**src/rtl/wb_stage.sv**
```systemverilog
// -----------------------------------------------------------------------------
// wb_stage
//   Writeback end of the wb_sel path. A retiring instruction is accepted in
//   IDLE. Non-loads write the ALU result or PC+4 one cycle later. Legal loads
//   park in WAIT_LOAD until mem_rvalid, then write the formatted sub-word data.
//   Loads that are illegal, misaligned or time out raise a one-cycle err pulse.
//   The forwarding outputs are copies of the register-file write port.
//
// Ports
//   clk, rst         clock and synchronous active-high reset
//   in_valid         instruction/operands valid this cycle
//   in_ready         high only in IDLE
//   instruction      opcode [6:0], rd [11:7], funct3 [14:12]
//   wb_sel           00 mem, 01 ALU, 10 PC+4, 11 reserved
//   alu_result       ALU result, or the load address for loads
//   pc_plus4         link value
//   mem_rvalid       load data valid (sampled only in WAIT_LOAD)
//   mem_rdata        aligned 32-bit load word
//   rf_we/waddr/wdata register-file write port (we is a one-cycle pulse)
//   fwd_valid/rd/data copies of the write port for forwarding
//   busy             high while in WAIT_LOAD
//   err              one-cycle error pulse
//
// Handshake: an instruction is taken on a rising edge where in_valid and
// in_ready are both high; in_valid may be held without being taken, and the
// inputs only need to be stable on the accepting edge.
// -----------------------------------------------------------------------------
module wb_stage #(
  parameter int XLEN         = 32,
  parameter int LOAD_TIMEOUT = 16
) (
  input  logic            clk,
  input  logic            rst,
  input  logic            in_valid,
  output logic            in_ready,
  input  logic [31:0]     instruction,
  input  logic [1:0]      wb_sel,
  input  logic [XLEN-1:0] alu_result,
  input  logic [XLEN-1:0] pc_plus4,
  input  logic            mem_rvalid,
  input  logic [XLEN-1:0] mem_rdata,
  output logic            rf_we,
  output logic [4:0]      rf_waddr,
  output logic [XLEN-1:0] rf_wdata,
  output logic            fwd_valid,
  output logic [4:0]      fwd_rd,
  output logic [XLEN-1:0] fwd_data,
  output logic            busy,
  output logic            err
);

  localparam logic [0:0] S_IDLE      = 1'b0;
  localparam logic [0:0] S_WAIT_LOAD = 1'b1;

  localparam int              CW     = $clog2(LOAD_TIMEOUT) + 1;
  localparam logic [CW-1:0]   C_LAST = CW'(LOAD_TIMEOUT - 1);

  localparam logic [6:0] OPC_LUI    = 7'b0110111;
  localparam logic [6:0] OPC_AUIPC  = 7'b0010111;
  localparam logic [6:0] OPC_JAL    = 7'b1101111;
  localparam logic [6:0] OPC_JALR   = 7'b1100111;
  localparam logic [6:0] OPC_LOAD   = 7'b0000011;
  localparam logic [6:0] OPC_OP_IMM = 7'b0010011;
  localparam logic [6:0] OPC_OP     = 7'b0110011;

  localparam logic [2:0] F3_LB  = 3'b000;
  localparam logic [2:0] F3_LH  = 3'b001;
  localparam logic [2:0] F3_LW  = 3'b010;
  localparam logic [2:0] F3_LBU = 3'b100;
  localparam logic [2:0] F3_LHU = 3'b101;

  // State and captured load context
  logic [0:0]      r_state;
  logic [CW-1:0]   r_cnt;
  logic [4:0]      r_rd;
  logic [2:0]      r_f3;
  logic [1:0]      r_off;
  logic            r_rf_we;
  logic [4:0]      r_rf_waddr;
  logic [XLEN-1:0] r_rf_wdata;
  logic            r_err;

  // Decode of the incoming instruction
  logic [6:0]      w_opcode;
  logic [4:0]      w_rd;
  logic [2:0]      w_f3;
  logic [1:0]      w_off;
  logic            w_accept;
  logic            w_is_load;
  logic            w_writes_rd;
  logic            w_f3_legal;
  logic            w_misaligned;
  logic            w_unused_bits;

  // Load formatting
  logic [XLEN-1:0] w_shifted;
  logic [7:0]      w_byte;
  logic [15:0]     w_half;
  logic [XLEN-1:0] w_load_data;

  assign w_opcode      = instruction[6:0];
  assign w_rd          = instruction[11:7];
  assign w_f3          = instruction[14:12];
  assign w_off         = alu_result[1:0];
  assign w_unused_bits = ^instruction[31:15];

  assign in_ready  = (r_state == S_IDLE);
  assign busy      = (r_state == S_WAIT_LOAD);
  assign w_accept  = in_valid & in_ready;
  assign w_is_load = (w_opcode == OPC_LOAD);

  assign w_writes_rd = (w_opcode == OPC_LUI)    || (w_opcode == OPC_AUIPC) ||
                       (w_opcode == OPC_JAL)    || (w_opcode == OPC_JALR)  ||
                       (w_opcode == OPC_OP_IMM) || (w_opcode == OPC_OP);

  assign w_f3_legal = (w_f3 == F3_LB)  || (w_f3 == F3_LH) || (w_f3 == F3_LW) ||
                      (w_f3 == F3_LBU) || (w_f3 == F3_LHU);

  // Halfwords need an even offset, words need offset 0; bytes are always fine.
  assign w_misaligned = (((w_f3 == F3_LH) || (w_f3 == F3_LHU)) && w_off[0]) ||
                        ((w_f3 == F3_LW) && (w_off != 2'b00));

  assign w_shifted = mem_rdata >> {r_off, 3'b000};
  assign w_byte    = w_shifted[7:0];
  assign w_half    = r_off[1] ? mem_rdata[31:16] : mem_rdata[15:0];

  always_comb begin
    w_load_data = mem_rdata;
    case (r_f3)
      F3_LB:   w_load_data = {{(XLEN-8){w_byte[7]}}, w_byte};
      F3_LBU:  w_load_data = {{(XLEN-8){1'b0}}, w_byte};
      F3_LH:   w_load_data = {{(XLEN-16){w_half[15]}}, w_half};
      F3_LHU:  w_load_data = {{(XLEN-16){1'b0}}, w_half};
      default: w_load_data = mem_rdata;
    endcase
  end

  always_ff @(posedge clk) begin
    if (rst) begin
      r_state    <= S_IDLE;
      r_cnt      <= '0;
      r_rd       <= '0;
      r_f3       <= '0;
      r_off      <= '0;
      r_rf_we    <= 1'b0;
      r_rf_waddr <= '0;
      r_rf_wdata <= '0;
      r_err      <= 1'b0;
    end else begin
      r_rf_we <= 1'b0;
      r_err   <= 1'b0;
      case (r_state)
        S_IDLE: begin
          if (w_accept) begin
            if (w_is_load) begin
              if (!w_f3_legal || w_misaligned) begin
                r_err <= 1'b1;
              end else begin
                r_rd    <= w_rd;
                r_f3    <= w_f3;
                r_off   <= w_off;
                r_cnt   <= '0;
                r_state <= S_WAIT_LOAD;
              end
            end else if (wb_sel == 2'b11) begin
              r_err <= 1'b1;
            end else if (w_writes_rd && (w_rd != 5'd0)) begin
              // wb_sel 00 on a non-load has no memory data, so it takes the ALU result.
              r_rf_we    <= 1'b1;
              r_rf_waddr <= w_rd;
              r_rf_wdata <= (wb_sel == 2'b10) ? pc_plus4 : alu_result;
            end
          end
        end
        S_WAIT_LOAD: begin
          // rvalid wins over a timeout landing on the same edge.
          if (mem_rvalid) begin
            if (r_rd != 5'd0) begin
              r_rf_we    <= 1'b1;
              r_rf_waddr <= r_rd;
              r_rf_wdata <= w_load_data;
            end
            r_state <= S_IDLE;
          end else if (r_cnt == C_LAST) begin
            r_err   <= 1'b1;
            r_state <= S_IDLE;
          end else begin
            r_cnt <= r_cnt + 1'b1;
          end
        end
        default: r_state <= S_IDLE;
      endcase
    end
  end

  assign rf_we     = r_rf_we;
  assign rf_waddr  = r_rf_waddr;
  assign rf_wdata  = r_rf_wdata;
  assign fwd_valid = r_rf_we;
  assign fwd_rd    = r_rf_waddr;
  assign fwd_data  = r_rf_wdata;
  assign err       = r_err;

endmodule

```
**config.mk**
```make
export PLATFORM = sky130hd
export DESIGN_NAME = wb_stage
export DESIGN_NICKNAME = d
export VERILOG_FILES = /design/src/rtl/wb_stage.sv
export SDC_FILE = /design/constraint.sdc
export NUM_CORES = 1
export LEC_CHECK = 0
export BUFFER_PORTS_ARGS = -buffer_cell sky130_fd_sc_hd__buf_2
export CAP_MARGIN = 20
export CORE_MARGIN = 5
export CORE_UTILIZATION = 41
export DETAILED_ROUTE_END_ITERATION = 7
export PLACE_DENSITY = 0.82
export REMOVE_ABC_BUFFERS = 1
export SYNTH_ARGS = -nofsm -noshare
export SYNTH_HDL_FRONTEND = slang
export SYNTH_SLANG_ARGS = --single-unit
```
**constraint.sdc**
```tcl
create_clock -name clk -period 1.95 [get_ports clk]
set_input_delay 0.2925 -clock clk [delete_from_list [all_inputs] [get_ports clk]]
set_output_delay 0.2925 -clock clk [all_outputs]
set_load 0.02 [all_outputs]
```
# Word level (Yosys, flattened, before mapping)
# Index checks and enable logic that the tools add are counted.
# op_classes
add_sub_neg	1
mul	0
n_div	0
magnitude_cmp	0
eq_ne	27
n_shift	1
n_mux	43
bitwise_logic	3
n_reduce_logical	24
# ops
op	n
two-way mux 32 bit	7
one-hot mux 32 bit (4 select lines)	1
one-hot mux 32 bit (2 select lines)	1
two-way mux 5 bit	11
right shift 32 x 5 -> 8 bit	1
one-hot mux 5 bit (2 select lines)	2
two-way mux 1 bit	17
two-way mux 16 bit	1
== test 7 x 5 -> 1 bit (second input constant)	2
== test 7 x 6 -> 1 bit (second input constant)	2
== test 7 bit (second input constant)	2
== test 3 bit (second input constant)	4
logical OR 1 bit	12
!= test 2 bit (second input constant)	6
nonzero test 5 bit	2
!= test 2 x 1 -> 1 bit (second input constant)	4
== test 7 x 2 -> 1 bit (second input constant)	1
== test 3 x 1 -> 1 bit (second input constant)	2
zero test 3 bit	2
one-hot mux 1 bit (2 select lines)	3
AND reduction 6 bit	1
adder 5 x 1 -> 5 bit (second input constant)	1
== test 5 x 4 -> 1 bit (second input constant)	1
AND reduction 5 bit	1
other kinds (8)	12
# totals
regBits	55
latchBits	0
ramBits	0
rom_bits	0
inputBits	134
out_inout_bits	79
wordCells	108
memories	0

# Depth between registers and ports, before layout
# depth
depth_word	12
ltp_mapped	8
ltp_nobuf	7

# Worst setup path before layout
# No wires, ideal clock.
# synth_timing
path_kind	reg2reg
start	reg r_state, in the netlist busy
end	reg r_rf_wdata[4], in the netlist fwd_data[4]
setup_ns	0.070
arrival_ns	1.830
t_required_ns	1.880
path_slack_ns	0.049
stages_incl_launch_ff	7
n_path_buf	1
period_less_slack_ns	1.901
path_cell_list	dfxtp_1 buf_2 inv_2 nand4_2 o32a_4 or4_1 a21oi_1
# synth_via
elab_chain_len	4
elab_cells_between_ends	10
classes_between	eq/ne (6); mux (1); bitwise (2); reduce/logical (1)
# synth_lines
element	line_no	source
from (decl)	73	logic [0:0] r_state;
from (signal assigned)	140	r_state <= S_IDLE;
from (signal assigned)	163	r_state <= S_WAIT_LOAD;
from (signal assigned)	183	r_state <= S_IDLE;
inverter 1 bit (no source line)	-	
bitwise AND 1 bit	109	assign w_accept = in_valid & in_ready;
!= test 2 x 1 -> 1 bit (no source line)	-	
AND reduction 6 bit (no source line)	-	
to (signal assigned)	171	r_rf_wdata <= (wb_sel == 2'b10) ? pc_plus4 : alu_result;
to (signal assigned)	181	r_rf_wdata <= w_load_data;
to (decl)	80	logic [XLEN-1:0] r_rf_wdata;
# Several ways; a longest one is shown, not always the timed one.
# A chain may end at the register's enable or synchronous reset.

# Final worst setup path
# layout_timing
start	reg r_rd[2]
end	reg r_rf_wdata[0], in the netlist fwd_data[0]
# layout_via
elab_chain_len	3
# layout_lines
element	line_no	source
from (decl)	75	logic [4:0] r_rd;
from (signal assigned)	159	r_rd <= w_rd;
nonzero test 5 bit	178	if (r_rd != 5'd0) begin
!= test 2 x 1 -> 1 bit (no source line)	-	
AND reduction 6 bit (no source line)	-	
# No other way between the ends.

==> parameters.txt <==
Parameter                              Value

Status
  Outcome ... finished clean

Clocking
  Latest clock arrival within the worst-skew pair ... 0.31 ns
  CTS clk-pin slew, worst paths ... 0.10 ns
  Number of clock sinks ... between 50 and 60
  Number of buffers created by CTS ... 5
  CTS Root Buffer Type ... clkbuf_8
  Hold buffer count at CTS ... 0
  H-Tree Level Count ... 2
  Maximum clock insertion buffer count ... 2
  Clock tree from TritonCTS ... done

Worst setup path
  Worst R2R Path Depth ... 6
  Critical Path End Type ... register
  Slowest cell on the critical path ... or4_1
  Critical-path cell list ... or4_1 -> nor2_4 -> o32a_4 -> nor2_2 -> buf_12 -> a311oi_2
  Worst EP required ... 2.17 ns
  Biggest cell delay along the critical path ... ~0.58 ns
  Startpoint of the worst register-to-register path ... r_rd[2]$_SDFFE_PP0P_
  CP endpoint ... fwd_data[0]$_SDFFE_PP0P_
  Worst flop-to-flop path endpoint ... fwd_data[0]$_SDFFE_PP0P_
  Worst setup path class ... reg -> reg
  Setup crit start ... r_rd[2]$_SDFFE_PP0P_
  Worst setup slack for register-to-register paths ... between 0.09 and 0.1 ns
  Kind of launch point of the worst setup path ... register
  Worst EP arrival ... about 2.1 ns
  Maximum fanout encountered on the critical timing path ... 20

Final layout
  Most common cell after layout, fill and taps aside ... buf_2
  Relative area change from synthesis to final layout ... 29.5%
  Antenna Cells ... 0
  Combined area of the multi-input logic cells ... roughly 2400 µm²
  Layout fillers ... between 800 and 900
  Design Area, Final ... between 5000 and 6000 µm²
  Highest-count cells in the layout ignoring fill and taps ... buf_2, dfxtp_1, a21oi_1
  Reg area ... 1100 µm²
  Post-layout nets ... 742
  Share of cells above drive strength 1 ... 49.7%

Power and ir drop
  Worst supply voltage drop on vdd ... roughly 0.31 mV
  Switching part of the total power ... between 20% and 30%
  Total net switching power ... about 0.00062 W
  Clock power frac ... between 30% and 40%
  Leak ... about 2.2 nW
  Register share of total power ... 48.4%
  PD cells ... ~470 nW/µm²
  Internal power summed over all cells ... 0.00174 W
  Fraction of power consumed by combinational cells ... roughly 20%

Routing
  Number of iterations in the first detailed-routing pass ... 5
  DRC violations left ... 0
  Initial drt markers ... about 250
  Average routed wire per standard cell ... 17.9 µm
  Total vias in the final route ... 4083
  Vias per cell ... approximately 5.6
  Post-route antenna net violation count ... 0
  Final Routed Wirelength ... 13100 µm

Synth
  Synthesized flop and latch total ... 55
  FFs w/ async S/R, synth ... 0%
  Mean instance size in the synthesized netlist ... around 8.7 µm²
  Number of enable flip-flop cells after synthesis ... 0
  Primary flip-flop cell chosen by synthesis mapping ... dfxtp_1
  Seq/Total Area, Yosys ... 28.2%
  Netlist area before placement ... approximately 3900 µm²
  Number of distinct library cell variants in the gate-level netlist after synthesis ... 57
  Count of warnings emitted by yosys ... 0
  Gate Count Post-Synth ... between 400 and 500

Die
  Die span in x ... approximately 110 µm
  Overall die area ... approximately 12000 µm²
  Number of rows in the core area ... 35
  Number of top-level design ports ... ~210
  Initial core utilization ... 42.1%
  Height of the die ... around 110 µm
  Placeable core region ... just over 9000 µm²

GRT
  Total global routing track utilization ... roughly 22%
  Largest net degree at the start of global routing ... 36
  Global-route wire length before repair ... approximately 20000 µm
  Antenna violations before repair ... 0
  Via count of the first global-routing pass ... ~4000
  Remaining global-route overflow ... 0

STA
  Highest attainable clock frequency ... between 500 and 600 MHz
  Tmin final ... about 1.9 ns
  Worst hold slack after final layout ... 0.252 ns
  Final Max Tran Viols ... 0
  Unrepaired setup endpoints after global routing ... no
  Least-Margin Pin Slew ... 0.679 ns
  Final worst clock skew ... between 0.007 and 0.008 ns
  Fin. Hold Viols ... 0
  Period utilisation layout ... between 90 and 100%
  Worst max-slew margin expressed relative to the limit ... 54.7%
  Setup-violating endpoint count in the final report ... 0

Flow run
  Max_cap viols ... 0

Placed design
  Detailed-placement wirelength estimate ... between 10000 and 15000 µm
  Area post-placement ... 4910 µm²
  Final Wtd Congestion ... ~0.89
  Number of buffers inserted by port buffering ... around 200

Hold path
  Cells on Worst Hold Path ... 3
  Worst min-delay path class ... in -> reg
cells in the mapped netlist (14+ instances only):
cell	n	area, µm²
clkbuf_1	20	75.1
mux2_2	31	349
nor2b_1	18	113
mux2i_1	16	160
a211oi_2	19	238
a21oi_1	45	225
o21ai_0	21	105
a221oi_1	16	140
nor2_1	14	52.6
dfxtp_1	55	1100
nand2_1	31	116
buf_4	38	285
power by group through the flow:
stage	sequential [W]	clock (W)	combinational (W)
after detailed placement	0.00117	0	0.000468
after CTS	0.00114	0.000772	0.000470
after global routing	0.00114	0.000807	0.000507
after floorplan	0.00119	0	0.000177
final	0.00114	0.000748	0.000471
after global placement	0.00117	0	0.000458
flip-flops by register name, summed over array words and instances (netlist names):
register / count
fwd_data: 32
fwd_rd: 5
r_cnt: 5
r_rd: 5
r_f3: 3
r_off: 2
busy: 1
err: 1
fwd_valid: 1
metrics by stage:
stage,util (%),instances,setup TNS [ns],setup WS (ns),power [W]
final,54.5,735,0,0.0979,0.00236
after CTS,54.2,735,0,0.0478,0.00238
after global routing,54.5,735,0,0.00715,0.00246
after floorplan,-,372,-38.96,-1.04,0.00137
after global placement,52.9,727,-1.70,-0.0759,0.00162
after detailed placement,52.9,727,-2.59,-0.109,0.00164
layout make-up:
| class | count | share of cell area (%) |
|---|---|---|
| clock inverters | 1 | 0.594 |
| inverters | 4 | 0.297 |
| clock buffers | 6 | 1.44 |
| repair buffers | 227 | 26.0 |
| well taps | 129 | 3.19 |
| multi-input cells | 313 | 46.6 |
| flip-flops and latches | 55 | 21.8 |
logic make-up after synthesis:
| logic type | share of synthesized area (%) |
|---|---|
| muxes | 13.0 |
| DFF | 28.2 |
| buffers and inverters | 12.1 |
| and+or+nand+nor | 14.3 |
| AOI/OAI and AO/OA | 31.5 |
| adders and majority gates | 0.641 |
| xor gates and xnor gates | 0.224 |
how the worst min path moves through the flow:
stage                                     from                        end  slack, ns
after detailed placement  r_rd[3]$_SDFFE_PP0P_       r_rd[3]$_SDFFE_PP0P_       0.47
final                          instruction[10]       r_rd[3]$_SDFFE_PP0P_       0.25
after floorplan                            rst  fwd_data[16]$_SDFFE_PP0P_       0.36
after CTS                      instruction[10]       r_rd[3]$_SDFFE_PP0P_       0.24
after global routing           instruction[10]       r_rd[3]$_SDFFE_PP0P_       0.25
after global placement    r_rd[1]$_SDFFE_PP0P_       r_rd[1]$_SDFFE_PP0P_       0.45
critical path: cells and delay by family, from the launching register on:
family | cells | cell delay, ns
and+or+nand+nor | 3 | 0.81
AOI/OAI and AO/OA | 2 | 0.45
DFF | 1 | 0.34
buffers and inverters | 1 | 0.16
what timing repair did:
action,4_1_cts,5_1_grt
pin swaps,1,0
endpoints found under the setup margin,17,6
buffers inserted,1,0
hold endpoints to repair,0,0
resized for setup,1,6
routing by layer:
layer	share of wire (%)	routed length, µm	up-vias	global-route usage (%)
met5	0	0	-	0
met4	1.6	204	0	6.04
met3	7.3	962	16	3.84
met2	51	6670	176	39.3
met1	40	5310	1933	26.0
li1	-	-	1958	-
(Power assumes the default switching activity.)
